--- config.mk ---
export PLATFORM = sky130hd
export DESIGN_NAME = conv1d_stream_engine
export DESIGN_NICKNAME = d
export VERILOG_FILES = /design/src/rtl/conv_pkg.sv /design/src/rtl/conv_window_mac.sv /design/src/rtl/conv1d_stream_engine.sv
export SDC_FILE = /design/constraint.sdc
export NUM_CORES = 1
export LEC_CHECK = 0
export ABC_AREA = 1
export BUFFER_PORTS_ARGS = -buffer_cell sky130_fd_sc_hd__buf_2
export CORE_MARGIN = 3
export CORE_UTILIZATION = 47
export CTS_BUF_LIST = sky130_fd_sc_hd__clkbuf_8 sky130_fd_sc_hd__clkbuf_16
export DETAILED_ROUTE_END_ITERATION = 12
export PLACE_DENSITY = 0.76
export SETUP_SLACK_MARGIN = 0.15
export SYNTH_ARGS = -nofsm -noshare
export SYNTH_HDL_FRONTEND = slang
export SYNTH_HIERARCHICAL = 1
export SYNTH_SLANG_ARGS = --single-unit
--- constraint.sdc ---
create_clock -name clk -period 5.6 [get_ports clk]
set_input_delay 0 -clock clk [delete_from_list [all_inputs] [get_ports clk]]
set_output_delay 0 -clock clk [all_outputs]
set_load 0.01 [all_outputs]
--- src/rtl/conv_pkg.sv ---
// Shared types and arithmetic helpers for the 1-D streaming convolution engine.
package conv_pkg;

    typedef enum logic [1:0] {
        IDLE  = 2'd0,
        RUN   = 2'd1,
        DRAIN = 2'd2,
        DONE  = 2'd3
    } state_t;

    // Accumulator width: full-width products plus growth for summing kern_len of them.
    function automatic int unsigned acc_width(input int unsigned data_w, input int unsigned kern_len);
        return 2 * data_w + $clog2(kern_len);
    endfunction

    // Clamp a sign-extended accumulator value into the signed out_w range.
    function automatic logic signed [63:0] sat_to(input logic signed [63:0] v, input int unsigned out_w);
        logic signed [63:0] hi;
        logic signed [63:0] lo;
        hi = (64'sd1 <<< (out_w - 1)) - 64'sd1;
        lo = -hi - 64'sd1;
        if (v > hi) begin
            return hi;
        end
        if (v < lo) begin
            return lo;
        end
        return v;
    endfunction

endpackage

--- src/rtl/conv_window_mac.sv ---
// Two-stage window multiply-accumulate: registered products, then saturated sum.
module conv_window_mac
    import conv_pkg::*;
#(
    parameter int unsigned DATA_W   = 8,
    parameter int unsigned KERN_LEN = 3,
    parameter int unsigned OUT_W    = 18
) (
    input  logic                         clk,
    input  logic                         rst,
    input  logic                         en,
    input  logic                         in_valid,
    input  logic                         in_last,
    input  logic [KERN_LEN*DATA_W-1:0]   win,
    input  logic [KERN_LEN*DATA_W-1:0]   kern,
    output logic                         out_valid,
    output logic                         out_last,
    output logic [OUT_W-1:0]             out_data
);

    localparam int unsigned PROD_W = 2 * DATA_W;
    localparam int unsigned ACC_W  = acc_width(DATA_W, KERN_LEN);

    logic signed [PROD_W-1:0] prod_q [KERN_LEN];
    logic                     prod_valid_q;
    logic                     prod_last_q;
    logic signed [ACC_W-1:0]  acc_c;

    // Stage 1: one full-width product per tap.
    always_ff @(posedge clk) begin
        if (!rst) begin
            for (int k = 0; k < int'(KERN_LEN); k++) begin
                prod_q[k] <= '0;
            end
            prod_valid_q <= 1'b0;
            prod_last_q  <= 1'b0;
        end else if (en) begin
            for (int k = 0; k < int'(KERN_LEN); k++) begin
                prod_q[k] <= PROD_W'(signed'(win[k*DATA_W +: DATA_W]))
                           * PROD_W'(signed'(kern[k*DATA_W +: DATA_W]));
            end
            prod_valid_q <= in_valid;
            prod_last_q  <= in_last;
        end
    end

    // Adder tree over the registered products at accumulator width.
    always_comb begin
        acc_c = '0;
        for (int k = 0; k < int'(KERN_LEN); k++) begin
            acc_c = acc_c + ACC_W'(prod_q[k]);
        end
    end

    // Stage 2: saturate the sum into the output register.
    always_ff @(posedge clk) begin
        if (!rst) begin
            out_valid <= 1'b0;
            out_last  <= 1'b0;
            out_data  <= '0;
        end else if (en) begin
            out_valid <= prod_valid_q;
            out_last  <= prod_last_q;
            out_data  <= OUT_W'(sat_to(64'(acc_c), OUT_W));
        end
    end

endmodule

--- src/rtl/conv1d_stream_engine.sv ---
// Row convolution engine: latches a pixel row, slides a runtime-loaded kernel
// across it and streams saturated results over valid/ready.
module conv1d_stream_engine
    import conv_pkg::*;
#(
    parameter int unsigned ROW_LEN  = 32,
    parameter int unsigned DATA_W   = 8,
    parameter int unsigned KERN_LEN = 3,
    parameter int unsigned OUT_W    = 18
) (
    input  logic                          clk,
    input  logic                          rst,
    input  logic                          start,
    input  logic                          same_mode,
    input  logic [ROW_LEN*DATA_W-1:0]     pixel_row_data,
    input  logic                          kern_wr_en,
    input  logic [$clog2(KERN_LEN)-1:0]   kern_wr_addr,
    input  logic [DATA_W-1:0]             kern_wr_data,
    output logic                          busy,
    output logic                          out_valid,
    input  logic                          out_ready,
    output logic [OUT_W-1:0]              out_data,
    output logic                          out_last,
    output logic                          done_signal
);

    localparam int unsigned N_VALID = ROW_LEN - KERN_LEN + 1;
    localparam int unsigned IDX_W   = $clog2(ROW_LEN + 1);

    state_t                        state;
    logic [ROW_LEN*DATA_W-1:0]     row_q;
    logic                          same_q;
    logic [IDX_W-1:0]              idx_q;
    logic [DATA_W-1:0]             kern_q [KERN_LEN];
    logic [KERN_LEN*DATA_W-1:0]    kern_flat_c;
    logic [KERN_LEN*DATA_W-1:0]    win_c;
    logic [KERN_LEN*DATA_W-1:0]    win_q;
    logic                          win_valid_q;
    logic                          win_last_q;
    logic [IDX_W-1:0]              last_idx_c;
    logic                          en_c;

    // Pipeline advances unless a result is waiting on downstream.
    assign en_c       = !(out_valid && !out_ready);
    assign last_idx_c = same_q ? IDX_W'(ROW_LEN - 1) : IDX_W'(N_VALID - 1);

    // Flatten the weight registers for the MAC.
    always_comb begin
        kern_flat_c = '0;
        for (int k = 0; k < int'(KERN_LEN); k++) begin
            kern_flat_c[k*DATA_W +: DATA_W] = kern_q[k];
        end
    end

    // Gather the window for idx_q; positions off the row edge read as zero.
    always_comb begin
        int off;
        int pos;
        win_c = '0;
        off   = same_q ? (int'(KERN_LEN) - 1) / 2 : 0;
        pos   = 0;
        for (int k = 0; k < int'(KERN_LEN); k++) begin
            pos = int'(idx_q) + k - off;
            for (int n = 0; n < int'(ROW_LEN); n++) begin
                if (n == pos) begin
                    win_c[k*DATA_W +: DATA_W] = row_q[n*DATA_W +: DATA_W];
                end
            end
        end
    end

    // Control FSM, row/kernel registers and window issue.
    always_ff @(posedge clk) begin
        if (!rst) begin
            state       <= IDLE;
            busy        <= 1'b0;
            done_signal <= 1'b0;
            row_q       <= '0;
            same_q      <= 1'b0;
            idx_q       <= '0;
            win_q       <= '0;
            win_valid_q <= 1'b0;
            win_last_q  <= 1'b0;
            for (int k = 0; k < int'(KERN_LEN); k++) begin
                kern_q[k] <= '0;
            end
        end else begin
            done_signal <= 1'b0;
            case (state)
                IDLE: begin
                    // A weight write takes priority over start in the same cycle.
                    if (kern_wr_en) begin
                        if (32'(kern_wr_addr) < KERN_LEN) begin
                            kern_q[kern_wr_addr] <= kern_wr_data;
                        end
                    end else if (start) begin
                        row_q  <= pixel_row_data;
                        same_q <= same_mode;
                        idx_q  <= '0;
                        busy   <= 1'b1;
                        state  <= RUN;
                    end
                end
                RUN: begin
                    if (en_c) begin
                        win_q       <= win_c;
                        win_valid_q <= 1'b1;
                        win_last_q  <= (idx_q == last_idx_c);
                        idx_q       <= idx_q + IDX_W'(1);
                        if (idx_q == last_idx_c) begin
                            state <= DRAIN;
                        end
                    end
                end
                DRAIN: begin
                    if (en_c) begin
                        win_valid_q <= 1'b0;
                        win_last_q  <= 1'b0;
                    end
                    if (out_valid && out_ready && out_last) begin
                        busy        <= 1'b0;
                        done_signal <= 1'b1;
                        state       <= DONE;
                    end
                end
                DONE: begin
                    state <= IDLE;
                end
                default: begin
                    state <= IDLE;
                end
            endcase
        end
    end

    conv_window_mac #(
        .DATA_W   (DATA_W),
        .KERN_LEN (KERN_LEN),
        .OUT_W    (OUT_W)
    ) u_mac (
        .clk       (clk),
        .rst       (rst),
        .en        (en_c),
        .in_valid  (win_valid_q),
        .in_last   (win_last_q),
        .win       (win_q),
        .kern      (kern_flat_c),
        .out_valid (out_valid),
        .out_last  (out_last),
        .out_data  (out_data)
    );

endmodule
Word level (Yosys, flattened, before mapping)
Memories as Yosys holds them, arrays and structs flattened.
Cells that the tools add are included.
{ "word_totals": {"regBits": 315, "ramBits": 72, "out_inout_bits": 22, "n_memories": 2} }
{ "memory_table": {"columns": ["name", "words", "word_bits", "read_ports", "rd_ports_with_merged_regs", "wr", "line", "source"], "rows": [
  ["u_mac.prod_q", 3, 16, 3, 0, 3, "conv_window_mac.sv:24", "logic signed [PROD_W-1:0] prod_q [KERN_LEN];"],
  ["kern_q", 3, 8, 3, 0, 3, "conv1d_stream_engine.sv:34", "logic [DATA_W-1:0] kern_q [KERN_LEN];"]
]} }
{ "op_classes": {"add_sub_neg": 8, "n_mul": 3, "order_cmp": 3, "eq_ne": 103, "mux": 144, "bitwise": 5, "reduce_logical": 19} }
{ "ops": {"columns": ["operator", "n"], "rows": [
  ["$mux 8", 97],
  ["$eq 6x8->1 const A", 32],
  ["$eq 5x8->1 const A", 16],
  ["$eq 6x7->1 const A", 16],
  ["$logic_not 32->1", 3],
  ["$mux 18", 4],
  ["$eq 4x8->1 const A", 8],
  ["$eq 5x7->1 const A", 8],
  ["$mul 8x8->16", 3],
  ["$mux 16", 3],
  ["$eq 3x8->1 const A", 4],
  ["$eq 4x7->1 const A", 4],
  ["$mux 1", 25],
  ["$add 17x16->18", 1],
  ["$gt 18x18->1 const B", 1],
  ["$lt 18x18->1 const B", 1],
  ["$mux 6", 3],
  ["$add 16x16->17", 1],
  ["$eq 2x8->1 const A", 2],
  ["$sub 7x1->8", 2],
  ["$eq 3x7->1 const A", 2],
  ["$mux 2", 7],
  ["$ne 2x2->1 const B", 6],
  ["$pmux 6 s2", 1],
  ["other kinds (22)", 35]
]} }

Depth between registers and ports, before layout
{ "depth": {"depth_word": 35, "mapped_depth": 36} }

Modules after synthesis
The synthesis kept the hierarchy.
{ "modules_own_cells": {"columns": ["module", "instances", "cells_each", "area_per_inst_um2", "seq_area_each_um2"], "rows": [
  ["conv1d_stream_engine", 1, 3168, 19052.0, 6586.3],
  ["conv_window_mac", 1, 1559, 11750.0, 1881.8]
]} }

Least setup slack after synthesis
OpenSTA, ideal clock, no wires.
{ "synth_timing": {"path_kind": "reg2reg", "from": "reg win_q[7]", "to": "mem u_mac/prod_q[0][15] (netlist bit), data pin", "arrival_ns": 3.846, "path_slack_ns": 1.500, "path_stages_with_launch": 19, "path_buffers": 1, "cell_sequence": "dfxtp_1 > clkbuf_1 > nand2_1 > fa_1 > inv_1 > fa_1 > inv_1 > fa_1 > inv_1 > fa_1 > ha_1 > nand2_1 > inv_1 > a21oi_1 > nand2_1 > nor2_1 > nand3_1 > nand2_1 > nor2_1"} }
{ "synth_lines": {"columns": ["element", "line", "source"], "rows": [
  ["start: declaration", "conv1d_stream_engine.sv:37", "logic [KERN_LEN*DATA_W-1:0] win_q;"],
  ["start signal: assignment", "conv1d_stream_engine.sv:106", "win_q <= win_c;"],
  ["end: declaration", "conv_window_mac.sv:24", null]
]} }

Final worst setup path
{ "layout_timing": {"from": "reg idx_q[3]", "to": "reg win_q[23]"} }
{ "layout_via": {"elab_chain_len": 35, "word_cells_on_any_way": 66, "classes_between": "add/sub: 2; eq/ne: 31; mux: 32; reduce/logical: 1"} }
{ "layout_lines": {"columns": ["element", "line", "source"], "rows": [
  ["start: declaration", "conv1d_stream_engine.sv:33", "logic [IDX_W-1:0] idx_q;"],
  ["start signal: assignment", "conv1d_stream_engine.sv:109", "idx_q <= idx_q + IDX_W'(1);"],
  ["$add 6x2->7 (*)", "conv1d_stream_engine.sv:63", "pos = int'(idx_q) + k - off;"],
  ["$sub 7x1->8 (*)", "conv1d_stream_engine.sv:63", null],
  ["$logic_not 32->1", "conv1d_stream_engine.sv:65", "if (n == pos) begin"],
  ["$mux 8 (31 in a row)", "conv1d_stream_engine.sv:65", null],
  ["$mux 8 (*)", "conv1d_stream_engine.sv:65", null]
]} }
Mark *: on every way between the ends. The rest lies on a longest branch, timed or not.
A chain may end at the register's enable or synchronous reset.

==> out/metrics.cfg <==
[setup_path]
worst_ep_arrival_time_ps=5140
cp-end-kind=flop
path_max_fanout=19
path_class=reg2reg
worst_ep_required_time_ps=6080
start_kind=flop

[run]
drv_cap=0

[die]
die_w_um=262
io_pins=294
start_util=0.4761
die_h_um=262
die_area_sq_mm=0.06864
coreArea_sq_mm=0.06470
rows=93

[sta]
worst_slew_pin_slew_ps=1099
period_needed_ps=4661
rsz0062_at_grt=false
maxSlewViolCount=0
period_share=0.8323
setup_violations=0
fmax_mhz=214.6
max_slew_margin=0.2666
fin_tns_setup_ps=0
hold_viol_final=0
fin_worst_skew_ps=32.31

[clock_tree]
htree_num_levels=2
cts.clk_slew.worst_paths_ps=60
cts_buffer_depth=3
numCtsBuffers=44
clock-sinks=387
clock_latency_ps=610
cts_setup_buffers=0
clockRootBuffer=clkbuf_16
cts_tree=yes

[layout]
finalInstanceArea_sq_mm=0.03702
area_growth_pct=20.19
drive_gt1_frac=0.08535
fin_nets=5760

[global_routing]
grt_max_degree=208
grt_usage=0.3146
grt_pass1_wl_um=169500
grt-ovfl-total=0
grt_pass1_vias=31060
antenna_found_initial=2

[logic_synthesis]
syn-num-nets=5307
async_reset_ff_frac=0
synth-seq-cells=387
synthTopCellsByArea=dfxtp_1 (20%), nand2_1 (15%), fa_1 (12%), inv_1 (12%), o21ai_0 (8.2%)
synth_cells=4727
avgSynthCellArea_sq_um=6.516
ys_warn_count=6
yosysTopAreaCell=dfxtp_1
synth_top_area_share=0.2047
yosysMostFrequentCell=nand2_1
netlist_top_cells_count=nand2_1 (1192), inv_1 (948), nor2_1 (527)
synth-edff-count=72
yosysSeqAreaShare=0.2749
yosys_most_used_dff=dfxtp_1
synth_cell_type_count=51
netlist_area_sq_mm=0.03080

[placement]
place.gp.congestion=1.034
placed_area_sq_mm=0.03280
numPortBuffers=293
hpwl_um=81550

[hold_path]
hold_class=in2reg

[route]
vias_per_cell=5.368
avgRoutedWirePerCell_um=18.13
ant_nets=0
vias=32590
wirelength_um=110000
drt_iter0_drc=3900
first_pass_iters=9
drc=0

[pwr]
ir_drop_mv=0.2487
p_per_area_mw_per_mm2=305.2
p_leak_nw=18.41

[status]
status=finished, final reports clean

kinds of logic after synthesis:
group | Yosys count | synth area share
and+or+nand+nor | 2103 | 0.2822
buffers and inverters | 1134 | 0.1398
AOI/OAI and AO/OA | 781 | 0.1297
DFF | 387 | 0.2749
adders and majority gates | 308 | 0.1695
xor gates and xnor gates | 14 | 0.003981
layer usage:
layer	global-route usage	routed length (um)	up-vias
met1	0.4213	45600	15080
met4	0.1276	4903	0
li1	-	-	15530
met3	0.04828	9816	328
met5	0	0	-
met2	0.5105	49720	1649
cell usage in the layout, fill, tap and decap left out, types with 8 or more instances in the layout:
| cell type | instances |
|---|---|
| a21oi_1 | 235 |
| buf_2 | 292 |
| buf_4 | 13 |
| clkbuf_16 | 47 |
| dfxtp_1 | 315 |
| dlygate4sd3_1 | 268 |
| edfxtp_1 | 72 |
| fa_1 | 182 |
| ha_1 | 126 |
| inv_1 | 954 |
| inv_2 | 14 |
| nand2_1 | 1192 |
| nand2_2 | 15 |
| nand3_1 | 166 |
| nand4_1 | 140 |
| nor2_1 | 527 |
| nor3_1 | 14 |
| o21ai_0 | 502 |
| o21ai_1 | 18 |
| or2_2 | 12 |
| xnor2_1 | 8 |
power breakdown:
part / internal, mW / leakage, nW / switching (mW) / total (mW)
sequential: 3.38 / 3.41 / 0.580 / 3.96
clock: 1.75 / 0.785 / 1.31 / 3.06
combinational: 1.46 / 14.2 / 2.82 / 4.28
total: 6.59 / 18.4 / 4.71 / 11.3
layout make-up:
class	count	area (sq um)
clock buffers	52	1245
well taps	855	1070
repair buffers	575	4273
clock inverters	28	291.5
multi-input cells	3206	18030
fillers	6051	27680
inverters	966	3636
flip-flops and latches	387	8468
diodes	2	5.005
metrics by stage:
stage | util | std cells | total power, mW | setup WS [ps] | hold WS, ps
finish | 0.5722 | 6071 | 11.30 | 939.2 | 63.73
detailed placement | 0.5069 | 5721 | 7.952 | 1095 | 226.7
global placement | 0.5069 | 5721 | 7.858 | 1198 | 222.9
CTS | 0.5722 | 6069 | 11.17 | 1072 | 52.38
global route | 0.5722 | 6070 | 11.98 | 492.9 | 85.13
floorplan | - | 4727 | 6.563 | 1500 | 134.9
critical path, stage by stage, from the launching register on:
cell and delay [ps]:
dfxtp_1 470, inv_1 190, ha_1 430, nor2_1 230, nand2_1 100, nand3_1 90
nand2_1 80, nor2_1 540, nand2_1 180, inv_2 300, nand2_2 190, or2_1 250
nand2_1 80, nand4_1 130, nor2_1 190, nand4_1 110, nand2_1 90, nand4_1 90
nand2_1 90, nand3_1 80, nand2_1 80, nand4_1 110, nand2_1 80, nand3_1 70
nand2_1 70, nand2_1 50, nand2_1 90, a21oi_1 70
path summary, 6_finish.rpt:
path         slack [ps]                       startpoint  depth (start not counted)                              end
max reg2reg         940            idx_q[3]$_SDFFE_PN0P_                         27           win_q[23]$_SDFFE_PN0P_
min reg2reg         440  u_mac/out_data[12]$_SDFFE_PN0P_                          2  u_mac/out_data[12]$_SDFFE_PN0P_
min                  60                  kern_wr_addr[1]                          3       kern_q[2][4]$_SDFFCE_PN0P_
max                 940            idx_q[3]$_SDFFE_PN0P_                         27           win_q[23]$_SDFFE_PN0P_
what timing repair did:
| item | 4_1_cts | 5_1_grt |
|---|---|---|
| hold buffers | 268 | 0 |
| resized for setup | 0 | 0 |
| endpoints found under the setup margin | 0 | 0 |
| hold endpoints to repair | 285 | 0 |
flip-flops by register name, summed over array words and instances, names as in the netlist:
signal / flops
busy: 1
row_q: 256
u_mac/prod_last_q: 1
u_mac/out_last: 1
win_q: 24
state: 2
idx_q: 6
u_mac/out_valid: 1
u_mac/prod_valid_q: 1
win_last_q: 1
u_mac/out_data: 18
u_mac/prod_q: 48
done_signal: 1
same_q: 1
kern_q: 24
win_valid_q: 1
Note: power is estimated with default switching activity, not from simulation.
